<file path="src/rtl/mem_seq_pkg.sv">
// Shared definitions for the byte-serial memory sequencer: access size codes,
// FSM state encoding, round-robin owner encoding and a size-to-byte-count helper.
package mem_seq_pkg;

  // Data access size codes carried on i_d_size.
  localparam logic [1:0] SzNone = 2'd0;
  localparam logic [1:0] SzB    = 2'd1;
  localparam logic [1:0] SzH    = 2'd2;
  localparam logic [1:0] SzW    = 2'd3;

  typedef enum logic [1:0] {
    StIdle = 2'd0,
    StXfer = 2'd1,
    StResp = 2'd2
  } state_e;

  // Which requester was granted most recently.
  typedef enum logic {
    RrFetch = 1'b0,
    RrData  = 1'b1
  } rr_e;

  // Number of byte cycles for an access. Word and fetch accesses use SzW.
  function automatic logic [2:0] size_nbytes(logic [1:0] size);
    logic [2:0] n;
    case (size)
      SzB:     n = 3'd1;
      SzH:     n = 3'd2;
      default: n = 3'd4;
    endcase
    return n;
  endfunction

endpackage

</file>
<file path="src/rtl/mem_seq_load_ext.sv">
// Load data extension, purely combinational.
//   raw_i  : little-endian assembled load bytes (unused upper bytes are zero)
//   size_i : access size code
//   sign_i : 1 = sign-extend, 0 = zero-extend
//   ext_o  : extended 32-bit word (words pass through unchanged)
module mem_seq_load_ext
  import mem_seq_pkg::*;
(
  input  logic [31:0] raw_i,
  input  logic [1:0]  size_i,
  input  logic        sign_i,
  output logic [31:0] ext_o
);

  always_comb begin
    ext_o = raw_i;
    case (size_i)
      SzB:     ext_o = {{24{sign_i & raw_i[7]}}, raw_i[7:0]};
      SzH:     ext_o = {{16{sign_i & raw_i[15]}}, raw_i[15:0]};
      default: ext_o = raw_i;
    endcase
  end

endmodule

</file>
<file path="src/rtl/mem_seq.sv">
// Byte-serial memory access sequencer and arbiter. Shares one 8-bit memory port
// between instruction fetch (word only) and the load/store data path. Each access
// is split into 1/2/4 little-endian byte cycles; load data is reassembled and extended.
// Simultaneous requests are granted round-robin; stuck byte cycles are aborted after
// TIMEOUT wait cycles (0 disables the watchdog).
// Ports:
//   i_clk, i_rst_n                 clock, asynchronous active-low reset
//   i_if_req/i_if_addr             fetch request (level), byte address
//   o_if_ack/o_if_data             one-cycle completion pulse, fetched word
//   i_d_req/we/size/sign/addr/wdata  data request (level) and its attributes
//   o_d_ack/o_d_rdata              one-cycle completion pulse, extended load data
//   o_err                          pulses with an ack when that access timed out
//   o_mem_req/we/addr/wdata        byte memory port request
//   i_mem_ack/i_mem_rdata          byte done, read byte
module mem_seq
  import mem_seq_pkg::*;
#(
  parameter int unsigned AW      = 32,
  parameter int unsigned TIMEOUT = 255
) (
  input  logic          i_clk,
  input  logic          i_rst_n,
  input  logic          i_if_req,
  input  logic [AW-1:0] i_if_addr,
  output logic          o_if_ack,
  output logic [31:0]   o_if_data,
  input  logic          i_d_req,
  input  logic          i_d_we,
  input  logic [1:0]    i_d_size,
  input  logic          i_d_sign,
  input  logic [AW-1:0] i_d_addr,
  input  logic [31:0]   i_d_wdata,
  output logic          o_d_ack,
  output logic [31:0]   o_d_rdata,
  output logic          o_err,
  output logic          o_mem_req,
  output logic          o_mem_we,
  output logic [AW-1:0] o_mem_addr,
  output logic [7:0]    o_mem_wdata,
  input  logic          i_mem_ack,
  input  logic [7:0]    i_mem_rdata
);

  localparam int unsigned WaitW = (TIMEOUT < 2) ? 1 : $clog2(TIMEOUT + 1);

  state_e           state_q, state_d;
  rr_e              rr_last_q, rr_last_d;
  logic             is_data_q, is_data_d;
  logic             we_q, we_d;
  logic [1:0]       size_q, size_d;
  logic             sign_q, sign_d;
  logic [AW-1:0]    base_q, base_d;
  logic [31:0]      wdata_q, wdata_d;
  logic [1:0]       k_q, k_d;
  logic [2:0]       nbytes_q, nbytes_d;
  logic [31:0]      raw_q, raw_d;
  logic [WaitW-1:0] wait_q, wait_d;

  logic             mem_req_q, mem_req_d;
  logic             mem_we_q, mem_we_d;
  logic [AW-1:0]    mem_addr_q, mem_addr_d;
  logic [7:0]       mem_wdata_q, mem_wdata_d;
  logic             if_ack_q, if_ack_d;
  logic [31:0]      if_data_q, if_data_d;
  logic             d_ack_q, d_ack_d;
  logic [31:0]      d_rdata_q, d_rdata_d;
  logic             err_q, err_d;

  logic [31:0]      raw_nxt;
  logic [31:0]      ext_data;
  logic             grant_data;
  logic             finish;
  logic             timed_out;

  // Raw load word including the byte arriving this cycle, so the final byte can be
  // extended and presented in the same edge that enters RESP.
  always_comb begin
    raw_nxt = raw_q;
    if (state_q == StXfer && i_mem_ack && !we_q) begin
      raw_nxt[{k_q, 3'b000} +: 8] = i_mem_rdata;
    end
  end

  mem_seq_load_ext u_load_ext (
    .raw_i  (raw_nxt),
    .size_i (size_q),
    .sign_i (sign_q),
    .ext_o  (ext_data)
  );

  always_comb begin
    state_d     = state_q;
    rr_last_d   = rr_last_q;
    is_data_d   = is_data_q;
    we_d        = we_q;
    size_d      = size_q;
    sign_d      = sign_q;
    base_d      = base_q;
    wdata_d     = wdata_q;
    k_d         = k_q;
    nbytes_d    = nbytes_q;
    raw_d       = raw_q;
    wait_d      = wait_q;
    mem_req_d   = mem_req_q;
    mem_we_d    = mem_we_q;
    mem_addr_d  = mem_addr_q;
    mem_wdata_d = mem_wdata_q;
    if_ack_d    = 1'b0;
    if_data_d   = '0;
    d_ack_d     = 1'b0;
    d_rdata_d   = '0;
    err_d       = 1'b0;
    grant_data  = 1'b0;
    finish      = 1'b0;
    timed_out   = 1'b0;

    unique case (state_q)
      StIdle: begin
        // On a tie the data side wins unless it was granted last.
        grant_data = i_d_req && (!i_if_req || rr_last_q == RrFetch);
        if (i_d_req || i_if_req) begin
          is_data_d = grant_data;
          rr_last_d = grant_data ? RrData : RrFetch;
          base_d    = grant_data ? i_d_addr : i_if_addr;
          we_d      = grant_data & i_d_we;
          size_d    = grant_data ? i_d_size : SzW;
          sign_d    = grant_data & i_d_sign;
          wdata_d   = grant_data ? i_d_wdata : '0;
          nbytes_d  = size_nbytes(size_d);
          k_d       = '0;
          raw_d     = '0;
          wait_d    = '0;
          if (grant_data && i_d_size == SzNone) begin
            // Nothing to transfer: acknowledge directly with zero data.
            state_d = StResp;
            d_ack_d = 1'b1;
          end else begin
            state_d     = StXfer;
            mem_req_d   = 1'b1;
            mem_we_d    = we_d;
            mem_addr_d  = base_d;
            mem_wdata_d = wdata_d[7:0];
          end
        end
      end

      StXfer: begin
        if (i_mem_ack) begin
          raw_d  = raw_nxt;
          wait_d = '0;
          if ({1'b0, k_q} + 3'd1 == nbytes_q) begin
            finish = 1'b1;
          end else begin
            k_d         = k_q + 2'd1;
            mem_addr_d  = base_q + AW'(k_d);
            mem_wdata_d = wdata_q[{k_d, 3'b000} +: 8];
          end
        end else if (TIMEOUT != 0) begin
          if (wait_q == WaitW'(TIMEOUT - 1)) begin
            finish    = 1'b1;
            timed_out = 1'b1;
          end else begin
            wait_d = wait_q + 1'b1;
          end
        end

        if (finish) begin
          state_d     = StResp;
          mem_req_d   = 1'b0;
          mem_we_d    = 1'b0;
          mem_addr_d  = '0;
          mem_wdata_d = '0;
          err_d       = timed_out;
          if (is_data_q) begin
            d_ack_d   = 1'b1;
            d_rdata_d = we_q ? '0 : ext_data;
          end else begin
            if_ack_d  = 1'b1;
            if_data_d = raw_nxt;
          end
        end
      end

      StResp: begin
        state_d = StIdle;
      end

      default: begin
        state_d = StIdle;
      end
    endcase
  end

  always_ff @(posedge i_clk or negedge i_rst_n) begin
    if (!i_rst_n) begin
      state_q     <= StIdle;
      rr_last_q   <= RrFetch;
      is_data_q   <= 1'b0;
      we_q        <= 1'b0;
      size_q      <= SzNone;
      sign_q      <= 1'b0;
      base_q      <= '0;
      wdata_q     <= '0;
      k_q         <= '0;
      nbytes_q    <= '0;
      raw_q       <= '0;
      wait_q      <= '0;
      mem_req_q   <= 1'b0;
      mem_we_q    <= 1'b0;
      mem_addr_q  <= '0;
      mem_wdata_q <= '0;
      if_ack_q    <= 1'b0;
      if_data_q   <= '0;
      d_ack_q     <= 1'b0;
      d_rdata_q   <= '0;
      err_q       <= 1'b0;
    end else begin
      state_q     <= state_d;
      rr_last_q   <= rr_last_d;
      is_data_q   <= is_data_d;
      we_q        <= we_d;
      size_q      <= size_d;
      sign_q      <= sign_d;
      base_q      <= base_d;
      wdata_q     <= wdata_d;
      k_q         <= k_d;
      nbytes_q    <= nbytes_d;
      raw_q       <= raw_d;
      wait_q      <= wait_d;
      mem_req_q   <= mem_req_d;
      mem_we_q    <= mem_we_d;
      mem_addr_q  <= mem_addr_d;
      mem_wdata_q <= mem_wdata_d;
      if_ack_q    <= if_ack_d;
      if_data_q   <= if_data_d;
      d_ack_q     <= d_ack_d;
      d_rdata_q   <= d_rdata_d;
      err_q       <= err_d;
    end
  end

  assign o_mem_req   = mem_req_q;
  assign o_mem_we    = mem_we_q;
  assign o_mem_addr  = mem_addr_q;
  assign o_mem_wdata = mem_wdata_q;
  assign o_if_ack    = if_ack_q;
  assign o_if_data   = if_data_q;
  assign o_d_ack     = d_ack_q;
  assign o_d_rdata   = d_rdata_q;
  assign o_err       = err_q;

endmodule

</file>
<file path="config.mk">
export PLATFORM = sky130hd
export DESIGN_NAME = mem_seq
export DESIGN_NICKNAME = d
export VERILOG_FILES = /design/src/rtl/mem_seq_pkg.sv /design/src/rtl/mem_seq_load_ext.sv /design/src/rtl/mem_seq.sv
export SDC_FILE = /design/constraint.sdc
export NUM_CORES = 1
export LEC_CHECK = 0
export ABC_AREA = 1
export BUFFER_PORTS_ARGS = -buffer_cell sky130_fd_sc_hd__buf_2
export CORE_ASPECT_RATIO = 1.5
export CORE_MARGIN = 2
export CORE_UTILIZATION = 30
export DETAILED_ROUTE_END_ITERATION = 8
export HOLD_SLACK_MARGIN = 0.03
export PLACE_DENSITY = 0.57
export SETUP_SLACK_MARGIN = 0.15
export SYNTH_ARGS = -nofsm -noshare
export SYNTH_HDL_FRONTEND = slang
export SYNTH_SLANG_ARGS = --single-unit
</file>
<file path="constraint.sdc">
create_clock -name i_clk -period 6.8 [get_ports i_clk]
set_input_delay 0.68 -clock i_clk [delete_from_list [all_inputs] [get_ports i_clk]]
set_output_delay 0.68 -clock i_clk [all_outputs]
set_load 0.05 [all_outputs]
</file>
==> impl_results.md <==
- Vias: 9,677
- Setup Buffers After CTS: 0
- Max Cap Violations: 0
- Initial DRC count: 663
- TritonCTS Buffers: 24
- Filler cells: 3,838
- Initial antenna violation count: 4
- Critical path launch point type: flip-flop
- Port bufs: 221
- Post-synth cell types: 41
- Layout cells sized above 1: 21.1%
- Syn_area_per_cell: 8.07 um^2
- Largest net degree at the start of global routing: 83
- Status: completed
- Critical path required time: 7.26 ns
- Seq/Total Area, Yosys: 50.8%
- Die W: 161 um
- DIE HEIGHT: 239 um
- Post-CTS Hold Buffers: 0
- FMAX: 0.253 GHz
- Syn Nets: 1,499
- Die Footprint: 38,500 um^2
- Multi-input gate area: 4740 um^2
- Largest family of logic cells by synthesized area: simple AND/OR/NAND/NOR gates
- Vias per cell: 4.68
- YS warnings: 0
- Mapped Area: 11,100 um^2
- Fin. Hold Viols: 0
- Worst hold margin: 0.105 ns
- Final Instance Area: 13,300 um^2
- RSZ-0062 raised after global routing: false
- Static leakage: 6.61 nW
- Inst Count DP: 2,024
- CTS sink count: 225
- Pre-CTS setup slack: 2.89 ns
- CTS resizes: 0
- Clk buf depth: 3
- Setup ws final: 2.84 ns
- Complex-gate fraction of the synthesized area: 12.0%
- Final setup vio count: 0
- VDD IR-drop max: 0.220 mV
- Tcrit/Tclk final: 58.2%
- Tmin final: 3.96 ns
- Htree depth: 1
- Clock-pin slew on the worst setup and hold paths: 0.06 ns
- DR pass1 iterations: 8
- CTS root buf: clkbuf_16
- Worst Tran Pin Value: 1.04 ns
- Adder-cell share of the synthesized area: 1.65%
- EDFF count, synth: 0
- Post-Synth XOR/XNOR Area: 1.34%
- Hold WC Path Type: in2async
- Seq cells post-synth: 225
- Post-Synth Simple-Gate Area: 26.3%
- Diodes inserted: 0
- Pwr Density: 458 nW/um^2
- Rows: 86
- Wire length per cell: 16.3 um
- Nets: 1,693
- Storage element area: 5630 um^2
- Max-slew violation count: 0
- Core region area: 36,600 um^2
- First-pass GRT wire length: 52,500 um
- Number of global-route vias before repair: 9,472
- Hpwl dp: 24,500 um
- GRT Residual Overflow: 0
- Arrival @ worst endpoint: 4.41 ns
- P&R area growth vs syn: 20.4%
- CP endpoint kind: flip-flop
- Placed Area: 12,600 um^2
- Mux contribution to synthesized area: 1.45%
- Final wirelength: 33,600 um
- Io pins: 222
- Clock skew: 0.0144 ns
- Post-route ant nets: 0
- Setup tns final: 0 ns
- Slew headroom: 30.4%
- Max FO, Critical Path: 32
- Crit Path Category: reg2reg
- Layout Cells excl Fill: 2,068
- Ys async rst share: 100%
- Placer Congestion: 0.892
- Post-route DRC: 0
- Initial core utilization: 30.3%
- CTS tree: yes
- Worst-Skew Late Latency: 0.54 ns
- Ys flop type: dfrtp_1
- GRT Total Usage: 17.4%
- Syn Inst Count: 1,372
-- logic make-up after synthesis --
logic type      Yosys count
buf+inv                 166
xor+xnor                 17
mux                      16
flops                   225
simple gates            692
compound gates          242
fa+ha+maj                14
-- layout make-up --
type	instances	area share, %
multi-input combinational	981	35.6
clock buffer	28	5.00
timing repair buffer	231	8.93
sequential	225	42.2
inverter	103	2.90
clock inverter	16	0.826
tap	484	4.54
-- critical path: stages (launching register included) --
cell and delay [ns]:
dfrtp_1 0.94, inv_1 0.32, ha_1 0.56, clkinv_1 0.37
fa_1 0.57, nor2_2 0.22, nand3_1 0.15, nor2_2 0.37
nand3b_1 0.13, nand2_1 0.08, nand2_1 0.05, a21oi_1 0.13
-- final timing paths --
check                      slack [ns]                      start                    endpoint  cells past startpoint
setup / recovery                 2.84         k_q[0]$_DFFE_PN0P_  o_mem_addr[30]$_DFFE_PN0P_                     11
hold / removal                   0.11                    i_rst_n     o_if_data[25]$_DFF_PN0_                      1
setup reg to reg                 2.84         k_q[0]$_DFFE_PN0P_  o_mem_addr[30]$_DFFE_PN0P_                     11
hold reg to reg                  0.48  o_mem_addr[5]$_DFFE_PN0P_   o_mem_addr[5]$_DFFE_PN0P_                      2
max in group asynchronous        5.22                    i_rst_n      base_q[21]$_DFFE_PN0P_                      2
min in group i_clk               0.38              i_d_wdata[20]     wdata_q[20]$_DFFE_PN0P_                      3
-- sequential cells by signal, indices dropped and copies added, names as in the netlist, 3 cells and up --
| register | flops |
|---|---|
| base_q | 32 |
| o_d_rdata | 32 |
| o_if_data | 32 |
| o_mem_addr | 32 |
| raw_q | 32 |
| wdata_q | 32 |
| o_mem_wdata | 8 |
| wait_q | 8 |
| nbytes_q | 3 |
-- Yosys cell counts (10+ instances only) --
cell      instances  area (um^2)
o21ai_0         119          596
nand2_1         318         1190
buf_2            25          125
nand3_1          79          395
xor2_1           10         87.6
clkbuf_1         30          113
inv_1            97          364
nor2_2           13         81.3
mux2i_1          16          160
nand4_1          10         62.6
or2_2            18          113
o21ai_1          13         65.1
dfrtp_1         225         5630
nor2_1          230          863
a21oi_1          65          325
ha_1             13          163
-- placed cells by master (no fill, tap or decap), types with 14 or more instances in the layout --
| cell type | instances |
|---|---|
| dfrtp_1 | 225 |
| nor2_1 | 229 |
| a21oi_1 | 65 |
| mux2i_1 | 16 |
| nand2_1 | 316 |
| buf_2 | 220 |
| nor2_2 | 14 |
| clkbuf_16 | 25 |
| or2_2 | 18 |
| inv_1 | 97 |
| o21ai_0 | 119 |
| nand3_1 | 79 |
-- stage by stage --
| stage | utilization [%] | total power (W) |
|---|---|---|
| floorplan | - | 0.00407 |
| global placement | 34.3 | 0.00483 |
| detailed placement | 34.3 | 0.00486 |
| CTS | 36.5 | 0.00619 |
| global route | 36.5 | 0.00658 |
| finish | 36.5 | 0.00611 |
-- layer usage --
metal	wire [um]	global-route usage (%)	part of all wire, %	vias to the layer above
li1	-	-	-	4792
met1	13100	19.9	39	4551
met2	17700	32.4	53	260
met3	1680	2.84	5.0	66
met4	1090	6.33	3.2	8
met5	56	0	0.17	-
-- power breakdown --
group          internal, W  switching [W]
clock network     0.000711       0.000586
registers          0.00175       0.000357
logic             0.000757        0.00195
No activity file was read; power rests on OpenSTA's default activity.
